File: config.mk
export PLATFORM = sky130hd
export DESIGN_NAME = ram_arbiter
export DESIGN_NICKNAME = d
export VERILOG_FILES = /design/src/rtl/ram_arbiter.sv
export SDC_FILE = /design/constraint.sdc
export NUM_CORES = 1
export LEC_CHECK = 0
export CAP_MARGIN = 20
export CORE_MARGIN = 4
export CORE_UTILIZATION = 40
export DETAILED_ROUTE_END_ITERATION = 8
export PLACE_DENSITY = 0.82
export SYNTH_ARGS = -nofsm -noshare
export SYNTH_HDL_FRONTEND = slang
export SYNTH_SLANG_ARGS = --single-unit
File: constraint.sdc
create_clock -name clk_i -period 5.1 [get_ports clk_i]
set_clock_uncertainty 0.1 [all_clocks]
set_input_delay 1.02 -clock clk_i [delete_from_list [all_inputs] [get_ports clk_i]]
set_output_delay 1.02 -clock clk_i [all_outputs]
set_load 0.05 [all_outputs]
File: src/rtl/ram_arbiter.sv
// ram_arbiter
//   Shares the single-port synchronous data RAM (1-cycle read latency) between
//   the core MEM stage and a DMA/debug port. Arbitrates, sequences RAM cycles,
//   performs read-modify-write for partial stores and returns load data.
//
//   Ports:
//     clk_i, rst_i               clock, asynchronous active-high reset
//     core_req_i/we/be/addr/wdata  core request, held until core_ack_o
//     core_ack_o, core_rdata_o   1-cycle completion pulse, read word (valid on ack)
//     dma_*                      identical set for the DMA/debug requester
//     ram_en_o, ram_we_o         RAM enable / write strobe (registered)
//     ram_addr_o, ram_wdata_o    word-aligned address, write word (registered)
//     ram_rdata_i                RAM read data, valid the cycle after a read
//     busy_o                     high whenever the FSM is not IDLE
//
//   Build option: define ARB_RR_EN for round-robin arbitration on ties;
//   otherwise the core has fixed priority over the DMA port.
module ram_arbiter #(
  parameter int unsigned ADDR_WIDTH = 32,
  parameter int unsigned DATA_WIDTH = 32
) (
  input  logic                    clk_i,
  input  logic                    rst_i,
  input  logic                    core_req_i,
  input  logic                    core_we_i,
  input  logic [DATA_WIDTH/8-1:0] core_be_i,
  input  logic [ADDR_WIDTH-1:0]   core_addr_i,
  input  logic [DATA_WIDTH-1:0]   core_wdata_i,
  output logic                    core_ack_o,
  output logic [DATA_WIDTH-1:0]   core_rdata_o,
  input  logic                    dma_req_i,
  input  logic                    dma_we_i,
  input  logic [DATA_WIDTH/8-1:0] dma_be_i,
  input  logic [ADDR_WIDTH-1:0]   dma_addr_i,
  input  logic [DATA_WIDTH-1:0]   dma_wdata_i,
  output logic                    dma_ack_o,
  output logic [DATA_WIDTH-1:0]   dma_rdata_o,
  output logic                    ram_en_o,
  output logic                    ram_we_o,
  output logic [ADDR_WIDTH-1:0]   ram_addr_o,
  output logic [DATA_WIDTH-1:0]   ram_wdata_o,
  input  logic [DATA_WIDTH-1:0]   ram_rdata_i,
  output logic                    busy_o
);

  localparam int unsigned BE_W = DATA_WIDTH / 8;

  typedef enum logic [2:0] {
    S_IDLE,
    S_RD,
    S_RESP,
    S_MERGE,
    S_WR
  } state_t;

  state_t                  state_q, state_d;
  logic                    gnt_dma_q, gnt_dma_d;   // port owning the current transaction
  logic                    last_dma_q, last_dma_d; // port granted on the last accept
  logic                    we_q, we_d;
  logic [BE_W-1:0]         be_q, be_d;
  logic [DATA_WIDTH-1:0]   wdata_q, wdata_d;
  logic                    ram_en_q, ram_en_d;
  logic                    ram_we_q, ram_we_d;
  logic [ADDR_WIDTH-1:0]   ram_addr_q, ram_addr_d;
  logic [DATA_WIDTH-1:0]   ram_wdata_q, ram_wdata_d;
  logic                    core_ack_q, core_ack_d;
  logic                    dma_ack_q, dma_ack_d;
  logic                    ack_d;

  logic                    pick_dma;
  logic                    sel_we;
  logic [BE_W-1:0]         sel_be;
  logic [ADDR_WIDTH-1:0]   sel_addr;
  logic [DATA_WIDTH-1:0]   sel_wdata;

  // Byte offset never reaches the RAM.
  logic unused_addr_lsbs;
  assign unused_addr_lsbs = ^{core_addr_i[1:0], dma_addr_i[1:0]};

`ifdef ARB_RR_EN
  // On a tie, grant the port that did not win the previous accept.
  assign pick_dma = dma_req_i & (~core_req_i | ~last_dma_q);
`else
  assign pick_dma = dma_req_i & ~core_req_i;
`endif

  assign sel_we    = pick_dma ? dma_we_i    : core_we_i;
  assign sel_be    = pick_dma ? dma_be_i    : core_be_i;
  assign sel_addr  = pick_dma ? dma_addr_i  : core_addr_i;
  assign sel_wdata = pick_dma ? dma_wdata_i : core_wdata_i;

  // Registered outputs are computed for the state being entered, so they are
  // visible during that state.
  always_comb begin
    state_d     = state_q;
    gnt_dma_d   = gnt_dma_q;
    last_dma_d  = last_dma_q;
    we_d        = we_q;
    be_d        = be_q;
    wdata_d     = wdata_q;
    ram_en_d    = 1'b0;
    ram_we_d    = 1'b0;
    ram_addr_d  = ram_addr_q;
    ram_wdata_d = ram_wdata_q;
    ack_d       = 1'b0;

    unique case (state_q)
      S_IDLE: begin
        if (core_req_i || dma_req_i) begin
          gnt_dma_d  = pick_dma;
          last_dma_d = pick_dma;
          we_d       = sel_we;
          be_d       = sel_be;
          wdata_d    = sel_wdata;
          ram_addr_d = {sel_addr[ADDR_WIDTH-1:2], 2'b00};
          if (sel_we && (sel_be == '1)) begin
            state_d     = S_WR;
            ram_en_d    = 1'b1;
            ram_we_d    = 1'b1;
            ram_wdata_d = sel_wdata;
            ack_d       = 1'b1;
          end else if (sel_we && (sel_be == '0)) begin
            // Empty write: acknowledge without touching the RAM.
            state_d = S_WR;
            ack_d   = 1'b1;
          end else begin
            state_d  = S_RD;
            ram_en_d = 1'b1;
          end
        end
      end
      S_RD: begin
        if (we_q) begin
          state_d = S_MERGE;
        end else begin
          state_d = S_RESP;
          ack_d   = 1'b1;
        end
      end
      S_MERGE: begin
        state_d  = S_WR;
        ram_en_d = 1'b1;
        ram_we_d = 1'b1;
        ack_d    = 1'b1;
        for (int unsigned i = 0; i < BE_W; i++) begin
          ram_wdata_d[8*i +: 8] = be_q[i] ? wdata_q[8*i +: 8] : ram_rdata_i[8*i +: 8];
        end
      end
      S_RESP, S_WR: begin
        state_d = S_IDLE;
      end
      default: begin
        state_d = S_IDLE;
      end
    endcase

    core_ack_d = ack_d & ~gnt_dma_d;
    dma_ack_d  = ack_d &  gnt_dma_d;
  end

  always_ff @(posedge clk_i or posedge rst_i) begin
    if (rst_i) begin
      state_q     <= S_IDLE;
      gnt_dma_q   <= 1'b0;
      last_dma_q  <= 1'b0;
      we_q        <= 1'b0;
      be_q        <= '0;
      wdata_q     <= '0;
      ram_en_q    <= 1'b0;
      ram_we_q    <= 1'b0;
      ram_addr_q  <= '0;
      ram_wdata_q <= '0;
      core_ack_q  <= 1'b0;
      dma_ack_q   <= 1'b0;
    end else begin
      state_q     <= state_d;
      gnt_dma_q   <= gnt_dma_d;
      last_dma_q  <= last_dma_d;
      we_q        <= we_d;
      be_q        <= be_d;
      wdata_q     <= wdata_d;
      ram_en_q    <= ram_en_d;
      ram_we_q    <= ram_we_d;
      ram_addr_q  <= ram_addr_d;
      ram_wdata_q <= ram_wdata_d;
      core_ack_q  <= core_ack_d;
      dma_ack_q   <= dma_ack_d;
    end
  end

  assign ram_en_o     = ram_en_q;
  assign ram_we_o     = ram_we_q;
  assign ram_addr_o   = ram_addr_q;
  assign ram_wdata_o  = ram_wdata_q;
  assign core_ack_o   = core_ack_q;
  assign dma_ack_o    = dma_ack_q;
  assign busy_o       = (state_q != S_IDLE);
  assign core_rdata_o = ((state_q == S_RESP) && !gnt_dma_q) ? ram_rdata_i : '0;
  assign dma_rdata_o  = ((state_q == S_RESP) &&  gnt_dma_q) ? ram_rdata_i : '0;

endmodule
==> out/results.txt, run 1 <==
GPL Wtd Cong = 0.766
hold slack = 0.383 ns
worst slew pin tran = 0.974 ns
Fin Setup TNS = 0 ns
commonest non-fill, non-tap cells in the layout = clkdlybuf4s50_1 (300), dfrtp_1 (107), nand2_1 (104)
Pwr Total = 5.53 mW
ys flop type = dfrtp_1
leading area contributor after synthesis = dfrtp_1
crit path DAT = 2.53 ns
Post-CTS Setup Bufs = 0
antenna cells = 0
NetSw = 2.63 mW
GRT Residual Overflow = 0
die width = 128 um
Initial Util = 41.2%
Port Buffers = 300
Synth Instances = 617
Yosys reg bits = 107
Fin. Hold Viols = 0
syn avg cell area = 9.33 um2
Seq pwr share = 28.6%
post-cts sizing count = 0
WP data required = 3.98 ns
CTS tree = done
Iteration-0 DRC Markers = 229
number of synthesized flops with an enable pin = 0
P_leak = 3.96 nW
Synth Warn # = 0
Post-DP HPWL = 14100 um
layout cells sized above 1 = 6.90%
switching share of power = 47.6%
die height = 128 um
top cell type's share of synthesized area = 46.5%
I/O pin total = 307
Power Density = 600 mW/mm2
Clock transition at path regs = 0.07 ns
largest net degree at the start of global routing = 88
startpoint types = input port
Clock power frac = 13.5%
Setup Crit Path Kind = input port to primary output
FILL cells = 1129
first-pass GRT wire length = 28200 um
Final Critical Period = 3.65 ns
Period Utilization, post-route = 71.6%
Total Wirelength = 18500 um
Seq/Total Area, Yosys = 46.5%
pre-CTS setup slack = 1.24 ns
CTS Buf Count = 9
initial antenna violation count = 0
non-filler instance count after layout = 1078
RSZ-0062 raised after global routing = false
outcome = finished, final reports clean
Core Region = 0.0140 mm2
Logic pwr share = 57.9%
Final WS setup = 1.45 ns
most common cell after layout, fill and taps aside = clkdlybuf4s50_1
Worst VDD drop = 519 uV
Synth area leaders = dfrtp_1 (47%), mux2i_1 (7.5%), and2_1 (7.1%)
Clock Sink Count = 107
post-route ant nets = 0
Via Count = 5427
H-tree Lvls = 3
site row count = 43
area delta synth->final = 60.1%
cts hold-fix bufs = 0
Slew Limit Fails = 0
# DRC = 0
hold crit path type = flop to flop
clock tree buffer depth = 2
number of global-route vias before repair = 5357
crit-path max FO = 3
placed insts = 1061
Max-slew headroom = 35.1%
clk_lat worst skew = 0.34 ns
Finished Core Util = 65.9%
vias per cell = 5.03
Crit. End Element = primary output
post-route cell area = 0.00922 mm2
Async SR Flop Fraction = 100%
die area = 0.0164 mm2
Max-cap violations = 0
Final nets = 1067
internal power = 2.90 mW
final setup fails = 0
Root Buffer = clkbuf_16
Cell variety after synth = 33
Multi-input gate area = 0.00286 mm2
Placed Area = 0.00888 mm2
storage element area = 0.00268 mm2
drt pass-1 iters = 4
Avg WL per Cell = 17.2 um
Mapped Area = 0.00576 mm2
maximum clock frequency = 274 MHz
total track usage = 22.1%
==> Yosys cell counts (all sizes together), types with 2 or more instances <==
cell and instances:
nand3 2, a31oi 34, nand2b 2, nand4 2, buf 23, clkbuf 26
nor2 41, a221oi 9, a21oi 27, nor3 11, and3 2, dfrtp 107
a211oi 25, nand2 104, nor2b 25, nor4 3, and2 65, inv 5
mux2i 43, o21ai 36, mux2 22
==> flip-flops by register name (all words and copies together) (netlist names), 3 cells and up <==
signal / count
be_q: 4
ram_addr_o: 30
ram_wdata_o: 32
state_q: 3
wdata_q: 32
==> worst max-delay path: stages <==
cell and delay [ns]:
clkdlybuf4s50_1 0.56, and2_1 0.15, clkdlybuf4s50_1 0.80
==> power by group through the flow <==
stage | Clock, mW | Sequential [mW] | Combinational [mW]
6_report | 0.749 | 1.58 | 3.20
3_3_place_gp | 0 | 1.58 | 3.20
4_1_cts | 0.767 | 1.58 | 3.24
5_1_grt | 0.799 | 1.64 | 3.41
2_1_floorplan | 0 | 2.41 | 1.28
3_5_place_dp | 0 | 1.60 | 3.23
==> logic make-up after synthesis <==
family / share of synthesized area (%)
buffers and inverters: 4.61
multiplexers: 13.0
other: 0.0651
AND/OR/NAND/NOR: 21.8
flip-flops: 46.5
AO/OA/AOI/OAI: 14.0
==> path summary, 6_finish.rpt <==
kind | startpoint | to | slack [ns] | cells after the start
max | ram_rdata_i[28] | dma_rdata_o[28] | 1.45 | 3
min | wdata_q[12]$_DFFE_PP0P_ | wdata_q[12]$_DFFE_PP0P_ | 0.38 | 2
max reg2reg | state_q[2]$_DFFE_PP0P_ | ram_wdata_o[29]$_DFFE_PP0P_ | 1.72 | 5
min reg2reg | wdata_q[12]$_DFFE_PP0P_ | wdata_q[12]$_DFFE_PP0P_ | 0.38 | 2
max in group asynchronous | rst_i | wdata_q[19]$_DFFE_PP0P_ | 3.09 | 4
min in group asynchronous | rst_i | ram_addr_o[13]$_DFFE_PP0P_ | 0.85 | 2
==> per-layer routing <==
metal  wire length (um)  GRT usage (%)  part of all wire (%)
met5                  0              0                     0
met3               1810           7.71                   9.8
met1               7120           24.4                    38
met2               9250           39.8                    50
met4                320           6.49                   1.7
==> area by class of cell <==
| cell class | count | share of cell area, % |
|---|---|---|
| Timing Repair Buffer | 313 | 33.8 |
| Multi-Input combinational cell | 457 | 31.0 |
| Sequential cell | 107 | 29.0 |
| Tap cell | 180 | 2.44 |
| Clock buffer | 10 | 2.48 |
| Inverter | 5 | 0.231 |
| Clock inverter | 6 | 0.950 |
Power figures use the tool's default switching activity.
==> run 2: changes to the inputs <==
Settings changed: CORE_UTILIZATION 40 to 36, PLACE_DENSITY 0.82 to 0.78.
Clock period 5.1 ns to 3.1 ns, I/O delays scaled along.
==> run 2 against run 1 <==
Effect of this change: non-clock buffer count is 4 higher; sequential cell count unchanged; hold slack better by 0.0029 ns; design area up 6.4%; count of clock-buffer cells in the layout grew 2; clock power up 55%; utilization fell by 2.3 points; routed wire length is 4.7% higher; cell count is 3.2% higher; sequential power rose by 66%; sequential share of layout area fell by 1.8 points; critical endpoint is now busy_o.
==> out/results.txt, run 2 (synthesized netlist as in run 1, its figures left out) <==
GRT Residual Overflow = 0 (unchanged)
Crit. End Element = primary output
P_leak = 4.24 nW (+7.2%)
hold slack = 0.386 ns (+0.00288 ns)
Max-slew headroom = 49.9% (+15 points)
hold crit path type = flop to flop
placed insts = 1097 (+3.4%)
reg2reg start = state_q[2]$_DFFE_PP0P_
Worst VDD drop = 668 uV (+29%)
Power Density = 951 mW/mm2 (+59%)
site row count = 45 (+4.7%)
Slew Limit Fails = 0 (unchanged)
Setup Crit Path Kind = flop to primary output
R2R setup slack = 0.89 ns (-0.83 ns)
Largest delay share family, worst path = buffers and inverters
reg2reg path depth = 6 (+1)
H-tree Lvls = 3 (unchanged)
die area = 0.0181 mm2 (+10%)
Fin. Hold Viols = 0 (unchanged)
worst hold start = wdata_q[20]$_DFFE_PP0P_
Post-DP HPWL = 15000 um (+6.4%)
die width = 134 um (+5.1%)
Core Region = 0.0154 mm2 (+10%)
Post-CTS Setup Bufs = 0 (unchanged)
Avg WL per Cell = 17.4 um (+1.5%)
ordered list of cells on the worst path = nor3_2, inv_1, clkdlybuf4s50_1
Final Critical Period = 2.74 ns
Final nets = 1071 (+0.37%)
# DRC = 0 (unchanged)
layout cells sized above 1 = 14.2% (+7.3 points)
WP data required = 2.38 ns (-1.60 ns)
Clock Sink Count = 107 (unchanged)
first-pass GRT wire length = 29500 um (+4.3%)
crit-path max FO = 4 (+1)
Port Buffers = 300 (unchanged)
RSZ-0062 raised after global routing = false
total track usage = 20.8% (-1.3 points)
Max-cap violations = 0 (unchanged)
post-cts sizing count = 0 (unchanged)
crit path DAT = 2.02 ns (-0.51 ns)
vias per cell = 4.91 (-2.4%)
startpoint types = flop
Slowest-stage cell, CP = clkdlybuf4s50_1
most common cell after layout, fill and taps aside = clkdlybuf4s50_1
Clock transition at path regs = 0.07 ns (about the same)
commonest non-fill, non-tap cells in the layout = clkdlybuf4s50_1 (236), dfrtp_1 (107), nand2_1 (104)
WP buf/inv = 2 (unchanged)
CP max stage delay = 0.74 ns (-0.06 ns)
GPL Wtd Cong = 0.817 (+6.7%)
I/O pin total = 307 (unchanged)
clk_lat worst skew = 0.34 ns (about the same)
CTS Buf Count = 9 (unchanged)
CTS tree = done
Pwr Total = 9.33 mW (+69%)
drt pass-1 iters = 4 (unchanged)
Initial Util = 37.3% (-3.8 points)
largest net degree at the start of global routing = 69 (-22%)
Via Count = 5464 (+0.68%)
worst slew pin tran = 0.749 ns (-0.224 ns)
clock tree buffer depth = 2 (unchanged)
area delta synth->final = 70.4%
Period Utilization, post-route = 88.4%
die height = 134 um (+5.1%)
number of global-route vias before repair = 5420 (+1.2%)
non-filler instance count after layout = 1112 (+3.2%)
post-route ant nets = 0 (unchanged)
Hold EP = wdata_q[20]$_DFFE_PP0P_
outcome = finished, final reports clean
Iteration-0 DRC Markers = 319 (+39%)
Root Buffer = clkbuf_16
Finished Core Util = 63.6% (-2.3 points)
Total Wirelength = 19400 um (+4.7%)
Fin Setup TNS = 0 ns (unchanged)
maximum clock frequency = 365 MHz
initial antenna violation count = 0 (unchanged)
cts hold-fix bufs = 0 (unchanged)
FF-to-FF End = ram_wdata_o[10]$_DFFE_PP0P_
antenna cells = 0 (unchanged)
worst hold path depth = 2 (unchanged)
final setup fails = 0 (unchanged)
run 2: cell types whose count changed in the layout (fill, tap and decap cells not counted), sizes merged:
| cell | before | now |
|---|---|---|
| clkdlybuf4s50 | 300 | 236 |
| clkbuf | 10 | 12 |
| clkinv | 2 | 0 |
| inv | 7 | 5 |
| bufinv | 2 | 1 |
| buf | 13 | 81 |
| clkinvlp | 0 | 2 |
run 2: how the worst max path moves through the flow:
stage / start / slack (ns) / end / cells after the start
finish: state_q[0]$_DFFE_PP0P_ / 0.36 / busy_o / 3
global route: state_q[0]$_DFFE_PP0P_ / 0.26 / busy_o / 3
CTS: state_q[0]$_DFFE_PP0P_ / 0.34 / busy_o / 3
detailed placement: core_req_i / 0.26 / ram_wdata_o[31]$_DFFE_PP0P_ / 7
global placement: core_req_i / 0.29 / ram_wdata_o[29]$_DFFE_PP0P_ / 7
floorplan: state_q[1]$_DFFE_PP0P_ / 0.78 / dma_rdata_o[10] / 4
run 2: stage by stage:
stage	cell area, um2	worst slack, ns
floorplan	5770	0.780
detailed placement	9520	0.264
finish	9810	0.360
global placement	9520	0.289
CTS	9810	0.341
global route	9810	0.265
run 2: worst register-to-register path, stage by stage, from the launching register on:
cell and delay, ns:
dfrtp_1 0.43, nand2b_1 0.19, or2_2 0.49, buf_4 0.29, a211oi_1 0.25, a21oi_1 0.08
mux2_4 0.27
run 2: area by class of cell:
type                    instances  area, um2
fillers                      1272       5610
repair buffers                317       3700
multi-input cells             457       2860
flip-flops and latches        107       2680
well taps                     211        264
clock buffers                  12        246
clock inverters                 3       46.3
inverters                       5       22.5
run 2: power breakdown:
group / switching, mW / leakage [nW] / internal (mW)
Sequential: 0.525 / 1.26 / 2.10
Clock: 0.508 / 0.139 / 0.648
Combinational: 3.38 / 2.84 / 2.17
Total: 4.41 / 4.24 / 4.92
run 2: metal layers:
metal	up-vias	GRT usage, %	routed length (um)
li1	2682	-	-
met1	2546	23.3	7380
met2	223	38.4	9970
met3	13	6.71	1820
met4	0	4.58	192
met5	-	0	0
